$ cat src/rtl/capture_uart_readout.sv
// capture_uart_readout
//   Drains the per-channel ADC capture FIFO once the capture stage reports
//   a full, frozen buffer. The samples go out as a single 8N1 UART frame:
//   HEADER, CH_ID, data bytes, TRAILER, checksum (8-bit sum of the data bytes).
//   Afterwards the capture stage is re-armed with a one-cycle cap_bg pulse.
//
// Ports
//   Clk         system clock
//   Reset_n     asynchronous active-low reset
//   enable      1 = keep acquiring frames, 0 = stop after the current frame
//   cap_end     capture stage reports FIFO filled and frozen
//   fifo_empty  FIFO empty flag
//   fifo_q      FIFO read data, valid the cycle after fifo_rdreq
//   fifo_rdreq  FIFO read request, single-cycle pulses
//   cap_bg      one-cycle re-arm pulse to the capture stage
//   uart_tx     serial output, idles high
//   busy        high from frame start until re-arm or return to IDLE
//   frame_done  one-cycle pulse at the end of the checksum stop bit
//   sample_cnt  data bytes sent in the current/last frame
//
// State      | meaning
// IDLE       | readout stopped, waiting for enable
// WAIT_END   | armed, waiting for cap_end
// HDR        | sending HEADER
// CHID       | sending CH_ID
// RD_REQ     | issue one FIFO read, or finish data when empty / at cap
// RD_LAT     | FIFO read latency, latch fifo_q
// SEND       | sending one data byte
// TRL        | sending TRAILER
// CKS        | sending checksum
// REARM      | pulse cap_bg (enable=1) or drop to IDLE
// WAIT_CLR   | wait for cap_end to fall so a stale buffer is not re-sent
module capture_uart_readout #(
  parameter int unsigned CLK_DIV     = 434,
  parameter logic [7:0]  HEADER      = 8'hA5,
  parameter logic [7:0]  TRAILER     = 8'h5A,
  parameter logic [7:0]  CH_ID       = 8'h00,
  parameter int unsigned MAX_SAMPLES = 4096
) (
  input  logic        Clk,
  input  logic        Reset_n,
  input  logic        enable,
  input  logic        cap_end,
  input  logic        fifo_empty,
  input  logic [7:0]  fifo_q,
  output logic        fifo_rdreq,
  output logic        cap_bg,
  output logic        uart_tx,
  output logic        busy,
  output logic        frame_done,
  output logic [12:0] sample_cnt
);

  localparam logic [15:0] BIT_RELOAD = 16'(CLK_DIV - 1);
  localparam logic [12:0] MAX_CNT    = 13'(MAX_SAMPLES);

  typedef enum logic [3:0] {
    IDLE, WAIT_END, HDR, CHID, RD_REQ, RD_LAT, SEND, TRL, CKS, REARM, WAIT_CLR
  } state_t;

  state_t      state, state_n;
  logic        tx_start;
  logic [7:0]  tx_data;
  logic        tx_done;
  logic        tx_active;
  logic        tx_issued;
  logic        send_ok;
  logic [15:0] bit_tmr;
  logic [3:0]  bits_left;
  logic [8:0]  tx_shift;
  logic [7:0]  data_reg;
  logic [7:0]  checksum;

  // Byte transmitter. bit_tmr counts down the cycles of the current bit,
  // bits_left counts the bits still to follow it (start bit loads 9).
  // tx_shift holds the remaining data bits with the stop bit on top.
  always_ff @(posedge Clk or negedge Reset_n) begin
    if (!Reset_n) begin
      tx_active <= 1'b0;
      bit_tmr   <= '0;
      bits_left <= '0;
      tx_shift  <= '1;
      uart_tx   <= 1'b1;
    end else if (!tx_active) begin
      if (tx_start) begin
        tx_active <= 1'b1;
        bit_tmr   <= BIT_RELOAD;
        bits_left <= 4'd9;
        tx_shift  <= {1'b1, tx_data};
        uart_tx   <= 1'b0;
      end
    end else if (bit_tmr != 16'd0) begin
      bit_tmr <= bit_tmr - 16'd1;
    end else if (bits_left == 4'd0) begin
      tx_active <= 1'b0;
      uart_tx   <= 1'b1;
    end else begin
      uart_tx   <= tx_shift[0];
      tx_shift  <= {1'b1, tx_shift[8:1]};
      bits_left <= bits_left - 4'd1;
      bit_tmr   <= BIT_RELOAD;
    end
  end

  assign tx_done = tx_active && (bit_tmr == 16'd0) && (bits_left == 4'd0);

  // A sending state fires tx_start once; tx_issued blocks a second start
  // until that byte's tx_done moves the FSM on.
  assign send_ok = !tx_issued && !tx_active;

  always_ff @(posedge Clk or negedge Reset_n) begin
    if (!Reset_n) begin
      state      <= IDLE;
      tx_issued  <= 1'b0;
      data_reg   <= '0;
      checksum   <= '0;
      sample_cnt <= '0;
      busy       <= 1'b0;
    end else begin
      state <= state_n;

      if (tx_done)
        tx_issued <= 1'b0;
      else if (tx_start)
        tx_issued <= 1'b1;

      if (state == RD_LAT)
        data_reg <= fifo_q;

      if (state == WAIT_END && enable && cap_end) begin
        checksum   <= '0;
        sample_cnt <= '0;
        busy       <= 1'b1;
      end else if (state == SEND && tx_start) begin
        checksum   <= checksum + data_reg;
        sample_cnt <= sample_cnt + 13'd1;
      end else if (state == REARM) begin
        busy <= 1'b0;
      end
    end
  end

  always_comb begin
    state_n    = state;
    tx_start   = 1'b0;
    tx_data    = HEADER;
    fifo_rdreq = 1'b0;
    cap_bg     = 1'b0;
    frame_done = 1'b0;
    case (state)
      IDLE: begin
        if (enable) state_n = WAIT_END;
      end
      WAIT_END: begin
        if (!enable)      state_n = IDLE;
        else if (cap_end) state_n = HDR;
      end
      HDR: begin
        tx_data  = HEADER;
        tx_start = send_ok;
        if (tx_done) state_n = CHID;
      end
      CHID: begin
        tx_data  = CH_ID;
        tx_start = send_ok;
        if (tx_done) state_n = RD_REQ;
      end
      RD_REQ: begin
        if (fifo_empty || sample_cnt == MAX_CNT) begin
          state_n = TRL;
        end else begin
          fifo_rdreq = 1'b1;
          state_n    = RD_LAT;
        end
      end
      RD_LAT: begin
        state_n = SEND;
      end
      SEND: begin
        tx_data  = data_reg;
        tx_start = send_ok;
        if (tx_done) state_n = RD_REQ;
      end
      TRL: begin
        tx_data  = TRAILER;
        tx_start = send_ok;
        if (tx_done) state_n = CKS;
      end
      CKS: begin
        tx_data  = checksum;
        tx_start = send_ok;
        if (tx_done) begin
          frame_done = 1'b1;
          state_n    = REARM;
        end
      end
      REARM: begin
        if (enable) begin
          cap_bg  = 1'b1;
          state_n = WAIT_CLR;
        end else begin
          state_n = IDLE;
        end
      end
      WAIT_CLR: begin
        if (!cap_end) state_n = WAIT_END;
      end
      default: state_n = IDLE;
    endcase
  end

endmodule

$ cat config.mk
export PLATFORM = sky130hd
export DESIGN_NAME = capture_uart_readout
export DESIGN_NICKNAME = d
export VERILOG_FILES = /design/src/rtl/capture_uart_readout.sv
export SDC_FILE = /design/constraint.sdc
export NUM_CORES = 1
export LEC_CHECK = 0
export BUFFER_PORTS_ARGS = -buffer_cell sky130_fd_sc_hd__buf_2
export CORE_ASPECT_RATIO = 1.75
export CORE_UTILIZATION = 51
export CTS_BUF_LIST = sky130_fd_sc_hd__clkbuf_4 sky130_fd_sc_hd__clkbuf_8
export DETAILED_ROUTE_END_ITERATION = 7
export HOLD_SLACK_MARGIN = 0.06
export PLACE_DENSITY = 0.7
export SETUP_SLACK_MARGIN = 0.05
export SLEW_MARGIN = 20
export SYNTH_ARGS = -nofsm -noshare
export SYNTH_HDL_FRONTEND = slang
export SYNTH_SLANG_ARGS = --single-unit
$ cat constraint.sdc
create_clock -name Clk -period 2.56 [get_ports Clk]
set_input_delay 0.128 -clock Clk [delete_from_list [all_inputs] [get_ports Clk]]
set_output_delay 0.128 -clock Clk [all_outputs]
set_load 0.1 [all_outputs]
# After elaboration in Yosys (flattened, before gate mapping)
# Index checks and enable logic that the tools add are counted.
# classes
n_lt_le_gt_ge,0
multipliers,0
div,0
n_eq_ne,22
reduce_logical,24
bitwise_logic,0
n_mux,48
n_shift,0
n_addsub,4
# ops
cell,n
$mux W16,4
$mux W4,13
$pmux W4 S10,1
$mux W9,4
$pmux W8 S4,1
$mux W13,2
$mux W1,20
$eq A4 B3 Y1 const B,4
$logic_not A16 Y1,1
$mux W8,2
$ne A2 B2 Y1 const B,8
$reduce_bool A16 Y1,1
$sub A16 B1 Y16 const B,1
$add A13 B1 Y13 const B,1
$eq A13 B13 Y1 const B,1
$eq A4 B4 Y1 const B,3
$add A8 B8 Y8,1
$eq A4 B2 Y1 const B,2
$logic_not A4 Y1,2
$reduce_bool A2 Y1,4
$reduce_and A7 Y1,1
$logic_and A1 B1 Y1,6
$ne A3 B3 Y1 const B,2
$reduce_and A2 Y1,3
other kinds (9),10
# word_totals
output_inout_bits,18
mem_count,0
latchBits,0
inputBits,13
regBits,66
ramBits,0
romBits,0
word_cells,109

# Depth between registers and ports, before layout
# Gate-level depths: netlist (run 1).
# depth
depth_word,6
mapped_depth,9

# Worst setup path after synthesis (run 1)
# No wires, ideal clock.
# synth_path
path_type,register to output
startpoint,reg sample_cnt[0]
endpoint,out fifo_rdreq
path_stages_with_launch,6
setup_slack_ns,-2.346
n_path_buf,0
required_ns,2.432
arrival_ns,4.778
cell_sequence,dfrtp_1 inv_1 ha_1 nor4b_1 a31oi_1 nor4b_1
# synth_between
elab_chain_cells,4
# synth_rtl
element,line_no,rtl
"start, declared",51,output logic [12:0] sample_cnt
"start signal, assigned",136,sample_cnt <= sample_cnt + 13'd1;
$eq A13 B13 Y1,169,if (fifo_empty || sample_cnt == MAX_CNT) begin
$logic_or A1 B1 Y1,169,
$mux W1,169,
$mux W1,150,case (state)
"end, declared",46,"output logic fifo_rdreq,"
# Every way passes these cells.

# Worst setup path in the final report (run 1)
# layout_path
startpoint,reg bit_tmr[8]
endpoint,reg tx_shift[6]
# layout_between
elab_chain_cells,3
# layout_rtl
element,line_no,rtl
"start, declared",68,logic [15:0] bit_tmr;
"start signal, assigned",93,bit_tmr <= bit_tmr - 16'd1;
$reduce_bool A16 Y1,92,end else if (bit_tmr != 16'd0) begin
$ne A2 B2 Y1 (no source line),-,
$reduce_and A3 Y1 (no source line),-,
"end signal, assigned",89,"tx_shift <= {1'b1, tx_data};"
"end signal, assigned",99,"tx_shift <= {1'b1, tx_shift[8:1]};"
"end, declared",70,logic [8:0] tx_shift;
# Every way passes these cells.
# A chain may end at the register's enable or synchronous reset.

==> flow_summary.toml, run 1 <==
[die]
start_util = 0.525
dieArea_mm2 = 0.00776
io_pins = 31
die_width_um = 67.0
core-area_mm2 = 0.00718
dieHeight_um = 116
core.rowCount = 41

[route]
antenna_left = 0
drt_wl_total_mm = 8.97
routedWlPerCell_um = 16.8
drc_errors = 0
routed_via_density = 6.03
drt-initial-drc-count = 176
firstDrtPassIters = 6
vias = 3226

[placement]
io_buffers = 30
dp_cells = 508
place_congestion = 0.868
hpwl_mm = 6.30

[timing]
fin_crit_sh = 0.934
setup_tns_ps = 0
maxSlewHeadroom = 0.441
timing.final.hold_violations = 0
setup_violations = 0
tightest_slew_ps = 838
drv_slew = 0
grt_setup_unrepaired = "false"
skew_ps = 7.48
min_period_ps = 2390
max_freq_mhz = 418

[cells_and_area]
nFillCells = 621
drive_above_1_share = 0.232
antenna_cells = 0
fin_nets = 470
top_regs = "bit_tmr x16, sample_cnt x13"
area_growth_pct = 17.4
regMostFlops = "bit_tmr"
largest_reg_flops = 16
stdcell_count = 535
final_core_util = 0.617

[synth]
syn_area_per_cell_um2 = 9.53
synthesis.area_mm2 = 0.00377
ys_async_sr_fraction = 1.00
ys_warn_count = 0
synth.ff_latch_count = 65
seq_area_frac_synth = 0.434
synth_nets = 422
syn_inst = 396
synth_enable_flop_cells = 0
synthFlopType = "dfrtp_1"
synth_cell_type_count = 62

[clock_tree]
cts_buffers = 9
clockBufferDepth = 2
worstSkewPairLatency_ps = 350
clkTransAtPathRegs_ps = 70
numClockSinks = 65
h-tree-depth = 3
cts_root_buffer = "clkbuf_8"
cts_tree = "yes"

[critical_path]
endpoint_kind = "flop"
crit_path_start = "bit_tmr[8]"
ff2ff_path_depth = 5
critPathCapture = "tx_shift[6]"
cp-start-kind = "flop"
critical_path_class = "reg -> reg"
regToRegEndpoint = "tx_shift[6]"
cp_max_fo = 7
rr_startpoint = "bit_tmr[8]"
required_ps = 2830
crit_arrival_ps = 2660
r2r_slack_ps = 170

[run_status]
status = "complete, no violations"

[power_and_ir_drop]
p_per_area_mw_per_mm2 = 445
leakage_nw = 1.95
ir_drop_uv = 373

[worst_hold_path]
holdCritPathClass = "in -> reg"
min-delay-start = "cap_end"

[grt]
grt_overflow = 0
antenna_found_initial = 0
grt_max_degree = 38
track_usage = 0.262
grt_pass1_vias = 3284
grt_pass1_wl_mm = 15.2

[run]
cap_violations = 0
## stage by stage
stage | instance area [um2] | hold slack, ps | power, mW | setup WS [ps]
2_1_floorplan | 3790 | -168 | 1.05 | 21.1
3_3_place_gp | 4110 | 282 | 1.08 | 158
3_5_place_dp | 4110 | 277 | 1.08 | 111
4_1_cts | 4400 | 153 | 1.99 | 85.7
5_1_grt | 4430 | 175 | 2.05 | 71.3
6_report | 4430 | 183 | 1.97 | 170
## placed cells by master, fill, tap and decap left out, drive strengths merged, types with 3 or more instances in the layout
cell	n
dfrtp	56
buf	46
nor2	32
o21ai	30
nand2	29
a21oi	23
inv	18
nand3	17
mux2	14
or3	13
or4	13
clkbuf	13
ha	12
o31ai	10
nor3	10
dlygate4sd3	9
dfstp	9
xor2	7
a21o	6
xnor2	6
nor2b	5
nor4b	5
o21a	4
a22o	4
o22ai	4
a22oi	4
nor3b	4
nand3b	4
nor4	4
a31oi	3
mux2i	3
nand4	3
## synth_stat cells (4+ instances only)
cell      number  share of area
inv_1         18          0.018
nand2_1       28          0.028
o22ai_1        4         0.0066
a22o_1         4         0.0093
or3_1         13          0.022
or4_1         10          0.020
nor2b_1        5         0.0083
dfstp_2        9          0.063
nor3_1        10          0.013
nand3_1       17          0.023
dfrtp_1       56           0.37
ha_1          12          0.040
o31ai_1       10          0.020
a22oi_1        4         0.0080
xor2_1         7          0.016
nor2_1        32          0.032
mux2_2        14          0.042
clkbuf_1      11          0.011
a21oi_1       23          0.031
o21ai_0       27          0.036
buf_2          4         0.0053
a21o_1         6          0.012
xnor2_1        6          0.014
o21a_1         4         0.0080
## area by class of cell
class / instances / area, um2 / area share
Multi-Input combinational cell: 295 / 2020 / 0.457
Sequential cell: 65 / 1640 / 0.371
Timing Repair Buffer: 55 / 388 / 0.0876
Clock buffer: 13 / 160 / 0.0362
Tap cell: 86 / 108 / 0.0243
Inverter: 18 / 67.6 / 0.0153
Clock inverter: 3 / 40.0 / 0.00904
## what timing repair did
item                                   4_1_cts  5_1_grt
buffers inserted                             0        1
hold buffers                                 9        0
gates resized for setup                      0        4
endpoints found under the hold margin       35        0
setup endpoints to repair                    0       10
## critical path: stages, from the launching register on
cell and delay [ps]:
dfrtp_2 440, or4_4 560, nand3b_4 220, or4_4 610, nand2_4 130, mux2_2 350
## worst min-delay path by stage
stage,endpoint,slack [ps],cells past startpoint
CTS,state[3],150,4
finish,state[3],180,4
floorplan,bit_tmr[0],-170,0
global placement,bits_left[3],280,1
detailed placement,bits_left[2],280,1
global route,state[3],170,4
## logic make-up after synthesis
group | share of synthesized area
AND/OR/NAND/NOR | 0.232
multiplexers | 0.0497
flip-flops | 0.434
buffers and inverters | 0.0398
adder cells (fa/ha/maj) | 0.0451
XOR/XNOR | 0.0302
AO/OA/AOI/OAI | 0.169
## power breakdown
part / internal, mW / switching [mW]
registers: 1.03 / 0
logic: 0.0199 / 0.0268
clock network: 0.506 / 0.391
## per-layer routing
| layer | routed length, um | vias to the layer above | track usage | share of wire |
|---|---|---|---|---|
| met4 | 258 | 0 | 0.150 | 0.029 |
| met2 | 4920 | 75 | 0.457 | 0.55 |
| met5 | 0 | - | 0 | 0 |
| li1 | - | 1544 | - | - |
| met3 | 305 | 22 | 0.0453 | 0.034 |
| met1 | 3480 | 1585 | 0.290 | 0.39 |
(Power assumes the default switching activity.)
==> run 2, diff against run 1 <==
clock period = 2.3 ns   (was 2.56 ns; I/O delays follow)
==> flow_summary.toml, run 2 (synthesized netlist as in run 1, its figures left out) <==
[run_status]
status = "finished with violations"
violations = "negative setup slack"

[critical_path]
cp-start-kind = "flop"
crit_cells = 7
cp_max_fo = 6
endpoint_kind = "output pin"
cpPeakStageDelay_ps = 550
cp_num_buf_inv = 2
path_cells = "or4_4 -> nand3b_4 -> buf_6 -> nor2_4 -> nand3_2 -> nor2_4 -> buf_12"
r2r_slack_ps = 10
critical_path_class = "reg -> out"
ff2ff_path_depth = 5
crit_arrival_ps = 2190
cpMostUsedCell = "nor2_4"
required_ps = 2180
critPathTopFamily = "simple AND/OR/NAND/NOR gates"
cpMaxStageDelayCell = "or4_4"

[worst_hold_path]
hold_depth = 4
holdCritPathClass = "in -> reg"

[timing]
fin_ws_ps = -1.25
drv_slew = 0
max_freq_mhz = 435
tightest_slew_ps = 739
fin_crit_sh = 1.00
min_period_ps = 2300
timing.final.hold_violations = 0
maxSlewHeadroom = 0.506
skew_ps = 8.35
fin_hold_ws_ps = 143
setup_tns_ps = -1.25
grt_setup_unrepaired = "true"
setup_violations = 1

[cells_and_area]
regMostFlops = "bit_tmr"
top_regs = "bit_tmr x16, sample_cnt x13"
final_core_util = 0.656
multiInputGateArea_mm2 = 0.00208
drive_above_1_share = 0.310
stdcell_count = 554
largest_reg_flops = 16
area_growth_pct = 24.8
fin_area_mm2 = 0.00471
final_common_cell = "dfrtp_1"
fin_nets = 489
nFillCells = 586
mostFrequentLayoutCells = "41 x dfrtp_1, 32 x buf_4, 30 x nor2_1"
antenna_cells = 0
regArea_mm2 = 0.00166

[route]
firstDrtPassIters = 4
routed_via_density = 5.96
drt_wl_total_mm = 9.18
routedWlPerCell_um = 16.6
drc_errors = 0
drt-initial-drc-count = 177
antenna_left = 0
vias = 3304

[die]
io_pins = 31
start_util = 0.525
dieHeight_um = 116
core.rowCount = 41
die_width_um = 67.0
dieArea_mm2 = 0.00776
core-area_mm2 = 0.00718

[grt]
grt_pass1_vias = 3196
grt_overflow = 0
antenna_found_initial = 0
grt_pass1_wl_mm = 15.0
track_usage = 0.261
grt_max_degree = 45

[clock_tree]
numClockSinks = 65
cts_buffers = 9
cts_tree = "yes"
clkTransAtPathRegs_ps = 70
clockBufferDepth = 2
worstSkewPairLatency_ps = 360
h-tree-depth = 3
cts_root_buffer = "clkbuf_8"

[power_and_ir_drop]
power_mw = 2.34
p_per_area_mw_per_mm2 = 498
ir_drop_uv = 520
leakage_nw = 2.07

[placement]
placedInstanceArea_mm2 = 0.00426
place_congestion = 0.877
place_ws_ps = -22.4
dp_cells = 522
io_buffers = 30
hpwl_mm = 6.58

[run]
cap_violations = 0
==> run 2: changes by cell type in the layout (fill, tap and decap cells not counted), moves of 4 or more <==
cell     delta
buf_4      +17
mux2_4      +4
mux2_2      -4
dfrtp_2    +10
dfrtp_1    -12
==> run 2: final timing paths <==
path                              from           to
setup / recovery           bit_tmr[11]   frame_done
hold / removal                 cap_end     state[3]
setup reg to reg           bit_tmr[11]  tx_shift[3]
hold reg to reg                   busy         busy
max in group asynchronous      Reset_n  tx_shift[7]
min in group asynchronous      Reset_n  data_reg[1]
==> run 2: layer usage <==
metal,GRT usage,share of wire,vias to the layer above
li1,-,-,1588
met1,0.277,0.39,1635
met2,0.464,0.56,57
met3,0.0620,0.024,24
met4,0.135,0.030,0
met5,0,0,-
==> run 2: worst min-delay path: stages <==
cell,delay (ps)
buf_2,110
nand3_1,70
o21ai_0,90
a21o_1,90
==> run 2: power by group <==
group / internal (mW) / switching, mW / leakage (nW) / total [mW]
combinational: 0.0223 / 0.0310 / 1.23 / 0.0532
clock: 0.681 / 0.466 / 0.112 / 1.15
sequential: 1.14 / 0 / 0.729 / 1.14
total: 1.85 / 0.497 / 2.07 / 2.34
==> run 2: what timing repair did <==
item / in CTS / in global routing
hold buffers: 9 / 0
endpoints found under the hold margin: 29 / 0
pin swaps: 1 / 7
setup buffers: 0 / 7
setup endpoints to repair: 12 / 29
resized for setup: 5 / 18
==> run 2: layout make-up <==
type | count | share of cell area
multi-input cells | 294 | 0.441
well taps | 86 | 0.0228
repair buffers | 75 | 0.119
clock inverters | 4 | 0.0159
flip-flops and latches | 65 | 0.353
inverters | 18 | 0.0143
clock buffers | 12 | 0.0337
